<file path="config.mk">
export PLATFORM = sky130hd
export DESIGN_NAME = core_control_debug_seq
export DESIGN_NICKNAME = d
export VERILOG_FILES = /design/src/rtl/core_control_debug_seq_pkg.sv /design/src/rtl/core_control_debug_step_ctr.sv /design/src/rtl/core_control_debug_seq.sv
export SDC_FILE = /design/constraint.sdc
export NUM_CORES = 1
export LEC_CHECK = 0
export ABC_CLOCK_PERIOD_IN_PS = 6000
export BUFFER_PORTS_ARGS = -buffer_cell sky130_fd_sc_hd__buf_2
export CORE_ASPECT_RATIO = 0.5
export CORE_MARGIN = 2
export CORE_UTILIZATION = 50
export CTS_CLUSTER_SIZE = 25
export DETAILED_ROUTE_END_ITERATION = 7
export GPL_TIMING_DRIVEN = 0
export PLACE_DENSITY = 0.77
export SLEW_MARGIN = 15
export SYNTH_ARGS = -nofsm -noshare
export SYNTH_HDL_FRONTEND = slang
export SYNTH_HIERARCHICAL = 1
export SYNTH_SLANG_ARGS = --single-unit
</file>
<file path="constraint.sdc">
create_clock -name clk -period 6 [get_ports clk]
set_clock_uncertainty 0.1 [all_clocks]
set_input_delay 0.6 -clock clk [delete_from_list [all_inputs] [get_ports clk]]
set_output_delay 0.6 -clock clk [all_outputs]
set_load 0.005 [all_outputs]
</file>
<file path="src/rtl/core_control_debug_seq_pkg.sv">
// rtl/core_control_debug_seq_pkg.sv - debug sequencer types and defaults
package core_control_debug_seq_pkg;

  localparam int DBG_STEP_W_DEFAULT = 8;

  typedef enum logic [1:0] {
    CAUSE_NONE = 2'd0,
    CAUSE_REQ  = 2'd1,
    CAUSE_STEP = 2'd2,
    CAUSE_BKPT = 2'd3
  } dbg_cause_t;

  typedef enum logic [2:0] {
    ST_RUN       = 3'd0,
    ST_HALT_WAIT = 3'd1,
    ST_HALTED    = 3'd2,
    ST_STEP      = 3'd3,
    ST_STEP_WAIT = 3'd4
  } dbg_state_t;

endpackage

</file>
<file path="src/rtl/core_control_debug_step_ctr.sv">
// rtl/core_control_debug_step_ctr.sv - loadable saturating counter with terminal flag
module core_control_debug_step_ctr #(
  parameter int W  = 8,
  parameter bit UP = 1'b0
) (
  input  logic         clk,
  input  logic         rst,
  input  logic         load,
  input  logic [W-1:0] load_val,
  input  logic         en,
  output logic [W-1:0] cnt,
  output logic         term
);

  // Terminal value: zero when counting down, all-ones when counting up.
  localparam logic [W-1:0] LIMIT = UP ? {W{1'b1}} : {W{1'b0}};

  assign term = (cnt == LIMIT);

  // Load has priority over counting; counting stops at the terminal value.
  always_ff @(posedge clk or posedge rst) begin
    if (rst) begin
      cnt <= '0;
    end else if (load) begin
      cnt <= load_val;
    end else if (en && !term) begin
      cnt <= UP ? (cnt + W'(1)) : (cnt - W'(1));
    end
  end

endmodule

</file>
<file path="src/rtl/core_control_debug_seq.sv">
// rtl/core_control_debug_seq.sv - debug halt/resume/single-step sequencer
module core_control_debug_seq
  import core_control_debug_seq_pkg::*;
#(
  parameter int STEP_W       = DBG_STEP_W_DEFAULT,
  parameter int HALT_TIMEOUT = 1024
) (
  input  logic              clk,
  input  logic              rst,
  input  logic              dbg_halt_req,
  input  logic              dbg_resume_req,
  input  logic              dbg_step_req,
  input  logic [STEP_W-1:0] dbg_step_count,
  input  logic              bkpt_hit,
  input  logic              halted,
  input  logic              insn_issued,
  output logic              halt,
  output logic              dbg_ack,
  output logic              dbg_halted,
  output logic [1:0]        dbg_cause,
  output logic              dbg_timeout
);

  localparam int TMO_W = $clog2(HALT_TIMEOUT) + 1;
  localparam logic [TMO_W-1:0] TMO_LAST = TMO_W'(HALT_TIMEOUT - 1);

  dbg_state_t        state;
  dbg_cause_t        cause;
  logic              timeout_r;
  logic              ack_q;

  logic [STEP_W-1:0] step_cnt;
  logic [STEP_W-1:0] step_load_val;
  logic              step_load;
  logic              step_en;
  logic              step_zero;

  logic [TMO_W-1:0]  tmo_cnt;
  logic              tmo_load;
  logic              tmo_en;
  logic              tmo_sat;

  logic              in_wait;
  logic              wait_done;
  logic              resume_take;
  logic              step_take;

  assign in_wait   = (state == ST_HALT_WAIT) || (state == ST_STEP_WAIT);
  assign wait_done = in_wait && halted;

  // Requests landing in the cycle right after an ack are dropped so that
  // dbg_ack can never be high two cycles in a row. Resume beats step.
  assign resume_take = (state == ST_HALTED) && !ack_q && dbg_resume_req;
  assign step_take   = (state == ST_HALTED) && !ack_q && !dbg_resume_req && dbg_step_req;

  assign dbg_ack     = wait_done || resume_take;
  assign halt        = (state == ST_STEP) ? step_zero : (state != ST_RUN);
  assign dbg_halted  = (state == ST_HALTED);
  assign dbg_cause   = cause;
  assign dbg_timeout = timeout_r;

  // Step counter control: load on step accept, force to zero on halt/bkpt, count issues.
  always_comb begin
    step_load     = 1'b0;
    step_load_val = '0;
    step_en       = 1'b0;
    if (step_take) begin
      step_load     = 1'b1;
      step_load_val = (dbg_step_count == '0) ? STEP_W'(1) : dbg_step_count;
    end else if ((state == ST_STEP) && !step_zero) begin
      if (dbg_halt_req || bkpt_hit) begin
        step_load = 1'b1;
      end else begin
        step_en = insn_issued;
      end
    end
  end

  // Timeout counter clears on entry to either wait state and counts while waiting.
  always_comb begin
    tmo_load = ((state == ST_RUN) && (dbg_halt_req || bkpt_hit)) ||
               ((state == ST_STEP) && step_zero);
    tmo_en   = in_wait && !tmo_sat;
  end

  core_control_debug_step_ctr #(
    .W  (STEP_W),
    .UP (1'b0)
  ) u_step_ctr (
    .clk      (clk),
    .rst      (rst),
    .load     (step_load),
    .load_val (step_load_val),
    .en       (step_en),
    .cnt      (step_cnt),
    .term     (step_zero)
  );

  core_control_debug_step_ctr #(
    .W  (TMO_W),
    .UP (1'b1)
  ) u_tmo_ctr (
    .clk      (clk),
    .rst      (rst),
    .load     (tmo_load),
    .load_val ({TMO_W{1'b0}}),
    .en       (tmo_en),
    .cnt      (tmo_cnt),
    .term     (tmo_sat)
  );

  // Sequencer FSM: state, halt cause and sticky timeout flag.
  always_ff @(posedge clk or posedge rst) begin
    if (rst) begin
      state     <= ST_RUN;
      cause     <= CAUSE_NONE;
      timeout_r <= 1'b0;
      ack_q     <= 1'b0;
    end else begin
      ack_q <= dbg_ack;
      case (state)
        ST_RUN: begin
          if (dbg_halt_req) begin
            state <= ST_HALT_WAIT;
            cause <= CAUSE_REQ;
          end else if (bkpt_hit) begin
            state <= ST_HALT_WAIT;
            cause <= CAUSE_BKPT;
          end
        end
        ST_HALT_WAIT, ST_STEP_WAIT: begin
          if (halted) begin
            state <= ST_HALTED;
          end else if (tmo_cnt == TMO_LAST) begin
            timeout_r <= 1'b1;
          end
        end
        ST_HALTED: begin
          if (resume_take) begin
            state     <= ST_RUN;
            cause     <= CAUSE_NONE;
            timeout_r <= 1'b0;
          end else if (step_take) begin
            state <= ST_STEP;
            cause <= CAUSE_STEP;
          end
        end
        ST_STEP: begin
          if (step_zero) begin
            state <= ST_STEP_WAIT;
          end else if (dbg_halt_req) begin
            cause <= CAUSE_REQ;
          end else if (bkpt_hit) begin
            cause <= CAUSE_BKPT;
          end
        end
        default: begin
          state <= ST_RUN;
        end
      endcase
    end
  end

endmodule

</file>
# --- Word-level counts from Yosys, hierarchy flattened ---
# Cells that the tools add are included.
word_totals:
  register_bits: 26
  out_inout_bits: 6
  word_cells: 83
  in_bits: 16
op_classes:
  n_eq_ne: 14
  add_sub_neg: 2
  n_mux: 30
  n_reduce_logical: 31
op_table:
  columns: ["op", "n"]
  rows:
  - ["8-bit 2-to-1 mux", 4]
  - ["11-bit 2-to-1 mux", 2]
  - ["3-bit 2-to-1 mux", 6]
  - ["8-bit zero test", 2]
  - ["3-bit case mux with 4 select lines", 1]
  - ["11-bit by 1-bit adder with 11-bit output (second input constant)", 1]
  - ["11-bit by 10-bit == test with 1-bit output (second input constant)", 1]
  - ["11-bit == test (second input constant)", 1]
  - ["1-bit logical AND", 11]
  - ["1-bit 2-to-1 mux", 10]
  - ["2-bit 2-to-1 mux", 5]
  - ["2-bit inequality test (second input constant)", 5]
  - ["4-bit AND reduction", 2]
  - ["8-bit by 1-bit subtractor with 8-bit output (second input constant)", 1]
  - ["3-bit by 2-bit == test with 1-bit output (second input constant)", 2]
  - ["2-bit case mux with 3 select lines", 1]
  - ["2-bit nonzero test", 3]
  - ["3-bit nonzero test", 2]
  - ["1-bit zero test", 4]
  - ["1-bit logical OR", 4]
  - ["3-bit by 1-bit == test with 1-bit output (second input constant)", 1]
  - ["3-bit == test (second input constant)", 1]
  - ["3-bit zero test", 1]
  - ["3-bit by 1-bit inequality test with 1-bit output (second input constant)", 1]
  - ["5 further kinds", 5]

# --- Logic depth before layout (Yosys ltp) ---
depth:
  depth_word: 8
  mapped_depth: 12
  mapped_depth_nobuf: 10

# --- Cells and area by module ---
# Netlist, hierarchy kept.
modules_own_cells:
  columns: ["module", "area_each_um2", "instances", "seq_area_each_um2", "cells_each"]
  rows:
  - ["core_control_debug_step_ctr (u_tmo_ctr)", 660.6, 1, 275.3, 73]
  - ["core_control_debug_seq", 600.6, 1, 175.2, 73]
  - ["core_control_debug_step_ctr (u_step_ctr)", 549.3, 1, 200.2, 64]

# --- Worst setup path before layout ---
# Ideal clock, no wire load.
synth_path:
  path_type: "flip-flop to flip-flop"
  from: "register u_step_ctr.cnt[0]"
  to: "register u_step_ctr.cnt[3]"
  required_time_ns: 5.813
  t_arrival_ns: 2.709
  n_path_buf: 1
  synth_period_minus_slack_ns: 2.895
  setup_ns: 0.087
  path_stages_with_launch: 12
  path_slack_ns: 3.105
  path_cell_list: "dfrtp_1 -> inv_1 -> ha_1 -> or3b_2 -> nor2_1 -> nand2b_1 -> nor3_1 -> or2_2 -> clkbuf_1 -> or2_2 -> a2111o_1 -> o211ai_1"
synth_between:
  word_cells_on_any_way: 12
  cone_classes: "add/sub: 1; mux: 6; reduce/logical: 5"
synth_lines:
  columns: ["item", "line_no", "text"]
  rows:
  - ["start, declared", "core_control_debug_step_ctr.sv:11", "output logic [W-1:0] cnt,"]
  - ["start signal, assigned", "core_control_debug_step_ctr.sv:25", "cnt <= load_val;"]
  - ["start signal, assigned", "core_control_debug_step_ctr.sv:27", "cnt <= UP ? (cnt + W'(1)) : (cnt - W'(1));"]
  - ["8-bit zero test (*)", "core_control_debug_step_ctr.sv:18", "assign term = (cnt == LIMIT);"]
  - ["net step_zero", "core_control_debug_seq.sv:36", "logic step_zero;"]
  - ["1-bit zero test (*)", "core_control_debug_seq.sv:70", "end else if ((state == ST_STEP) && !step_zero) begin"]
  - ["1-bit logical AND (*)", "core_control_debug_seq.sv:70", null]
  - ["1-bit 2-to-1 mux (*)", "core_control_debug_seq.sv:70", null]
  - ["1-bit 2-to-1 mux (*)", "core_control_debug_seq.sv:67", "if (step_take) begin"]
  - ["net step_load", "core_control_debug_seq.sv:34", "logic step_load;"]
  - ["8-bit 2-to-1 mux or 2-bit nonzero test (tied branches)", null, null]
# Mark *: on every way through the listed nets, which the timed path passes. The rest lies on a longest branch. The select of a mux whose other input is x is not followed.
# A chain may end at the register's enable or synchronous reset.

# --- Worst setup path after layout ---
layout_path:
  from: "register u_step_ctr.cnt[0]"
  to: "register u_step_ctr.cnt[0]"
# The elaborated chain is that of the path after synthesis.

==> flow_metrics.py <==
metrics = {
    "final_layout": {
        "diodes": 0,
        "fin_area_sq_um": 2070,
        "nets": 265,
        "drive_gt1_frac": 0.155,
        "syn2layout_area_growth_pct": 14.4,
    },
    "pwr": {
        "switching_share": 0.465,
        "ir_worst_vdd_v": 0.000172,
        "pwr-share-comb": 0.503,
        "share_seq_of_total_power": 0.374,
        "p_int_mw": 0.511,
        "power.density_nw_per_um2": 461,
        "power_leakage_nw": 0.833,
        "clockPowerShare": 0.123,
        "switching_power_mw": 0.444,
    },
    "detailed_routing": {
        "wl_per_cell_um": 14.3,
        "drt-initial-drc-count": 146,
        "first_pass_iters": 4,
        "via_count": 1711,
        "drc": 0,
        "avgViaCountPerCell": 5.78,
        "wirelength_mm": 4.22,
        "ant_nets": 0,
    },
    "critical_path": {
        "max_stage_delay_ns": 0.50,
        "arrival_ns": 3.39,
        "required_ns": 6.10,
        "worstPathMaxFanout": 10,
        "r2r_slack_ns": 2.71,
        "crit_path_end_kind": "flop",
        "path_class": "reg -> reg",
        "cp_cell_sequence": "inv_1 -> ha_1 -> or3b_2 -> nor2_1 -> nand2b_1 -> nor3_1 -> or2_2 -> clkbuf_1 -> inv_1 -> clkbuf_1 -> o2111ai_1 -> o211ai_1",
        "cp_top_family": "simple AND/OR/NAND/NOR gates",
        "start_kind": "flop",
        "cp_num_buf_inv": 4,
        "crit_path_top_delay_cell": "or3b_2",
    },
    "flow_run": {
        "maxCapViolCount": 0,
    },
    "global_route": {
        "grt_max_degree": 15,
        "grt.busiest_layer": "met2",
        "overflow": 0,
        "first_global_vias": 1580,
        "grtUsageMet2": 0.406,
        "grt_use_met1": 0.273,
        "track_usage": 0.221,
        "grtUsageMet3": 0.0448,
        "grt_pass1_wl_mm": 7.03,
        "grt_antenna_before_repair": 0,
    },
    "clocking": {
        "cts_buffer_depth": 2,
        "cts_sinks": 26,
        "ctsRootBufferMaster": "clkbuf_8",
        "cts_buffers": 3,
        "path_clk_slew_ns": 0.10,
        "cts_resized": 0,
        "cts_htree_levels": 1,
        "hold_buffers": 0,
        "post_cts_buffers": 0,
        "cts_tree": "done",
        "clkLatencyLatePin_ns": 0.28,
    },
    "timing": {
        "drv_slew": 0,
        "min_period_over_period": 0.548,
        "whs_ns": 0.161,
        "setup-tns-final_ns": 0,
        "hold_viol": 0,
        "fmax_mhz": 304,
        "setup-violations-final": 0,
        "slew-limit-headroom": 0.408,
        "fin_crit_ns": 3.29,
        "tightest_slew_ns": 0.880,
        "rsz0062_at_grt": "no",
    },
    "synth": {
        "yosysMostFrequentCell": "dfrtp_1",
        "ys_warn_count": 6,
        "synth-seq-cells": 26,
        "ys.flop_type": "dfrtp_1",
        "syn_area_per_cell_sq_um": 8.62,
        "netlist_instances": 210,
        "synthTopCellsByCount": "dfrtp_1 (26), nand2_1 (24), nor2_1 (22)",
        "yosysUniqueCellTypes": 58,
        "synth_area_leader_cell": "dfrtp_1",
        "synth_top_area_frac": 0.359,
        "synth.area.top_cells": "dfrtp_1 (36%), nand2_1 (5.0%), nor2_1 (4.6%)",
        "synth_area_sq_um": 1810,
        "synth_edf_count": 0,
        "ys_async_sr_fraction": 1.00,
        "ys_seq_area_frac": 0.359,
    },
    "placement": {
        "dp_hpwl_mm": 3.07,
        "port_buffers": 21,
        "place_area_sq_um": 2020,
        "gp_congestion": 0.884,
    },
    "floorplanning": {
        "pin_count": 22,
        "rows": 15,
        "die_height_um": 46.6,
        "die_w_um": 89.1,
        "initial_core_util": 0.524,
        "core_area_sq_um": 3450,
        "dieArea_sq_um": 4150,
    },
    "min_path": {
        "hp-class": "in -> async",
    },
    "status": {
        "outcome": "completed",
    },
}
-- per-stage QoR --
stage,worst slack [ns],power [mW],utilization,cells
2_1_floorplan,3.10,0.706,-,220
3_3_place_gp,2.84,0.815,0.584,292
3_5_place_dp,2.78,0.832,0.584,292
4_1_cts,2.76,0.953,0.600,296
5_1_grt,2.42,1.04,0.600,296
6_report,2.71,0.955,0.600,296
-- cells in the final DEF (no fill, tap or decap), types with 4 or more instances in the layout --
cell,n
o21ai_0,5
clkbuf_8,4
nand3_1,4
o31ai_1,7
and2_1,7
inv_1,10
nand2_1,24
nor2b_1,4
nand2b_1,4
buf_2,24
a21oi_1,7
a31oi_1,8
dfrtp_1,26
conb_1,11
o21ai_1,4
nor2_1,22
nor3_1,6
or4_1,4
clkbuf_1,5
-- power by group through the flow --
stage	clock network, mW	registers [mW]	logic [mW]
5_1_grt	0.128	0.368	0.540
4_1_cts	0.123	0.354	0.476
6_report	0.117	0.357	0.481
3_3_place_gp	0	0.351	0.463
3_5_place_dp	0	0.357	0.475
2_1_floorplan	0	0.333	0.372
-- layer usage --
metal / up-vias / wire (um) / share of wire
li1: 849 / - / -
met1: 817 / 1950 / 0.46
met2: 39 / 2060 / 0.49
met3: 6 / 165 / 0.039
met4: 0 / 41 / 0.0097
met5: - / 0 / 0
-- worst reg2reg max path, cell delays in order, from the launching register on --
cell       delay (ns)
dfrtp_1          0.42
inv_1            0.11
ha_1             0.22
or3b_2           0.50
nor2_1           0.26
nand2b_1         0.22
nor3_1           0.07
or2_2            0.27
clkbuf_1         0.22
inv_1            0.13
clkbuf_1         0.35
o2111ai_1        0.20
o211ai_1         0.15
-- worst paths after layout --
kind / from / endpoint / cells after the start
max: u_step_ctr/cnt[0] / u_step_ctr/cnt[0] / 12
min: rst / state[1] / 2
max reg2reg: u_step_ctr/cnt[0] / u_step_ctr/cnt[0] / 12
min reg2reg: dbg_cause[0] / dbg_cause[0] / 1
max in group asynchronous: rst / u_tmo_ctr/cnt[6] / 2
min in group clk: dbg_cause[0] / dbg_cause[0] / 1
-- flip-flops by register name, summed over array words and instances (netlist names) --
signal	count
u_step_ctr/cnt	8
u_tmo_ctr/cnt	11
state	3
dbg_timeout	1
ack_q	1
dbg_cause	2
-- final cells by class --
type	count	area (sq um)
clock buffer	4	55.1
multi-input combinational	176	1130
inverter	10	37.5
fill	325	1380
tap	51	63.8
timing repair buffer	21	105
sequential	26	651
buffer	8	33.8
-- cells by family after synthesis --
kind of cell / count (synthesis) / synth area share
other cells: 1 / 0.00207
xor+xnor: 2 / 0.00968
flops: 26 / 0.359
fa+ha+maj: 3 / 0.0207
buf+inv: 18 / 0.0394
compound gates: 60 / 0.250
simple gates: 98 / 0.308
mux: 2 / 0.0111
Power figures use the tool's default switching activity.
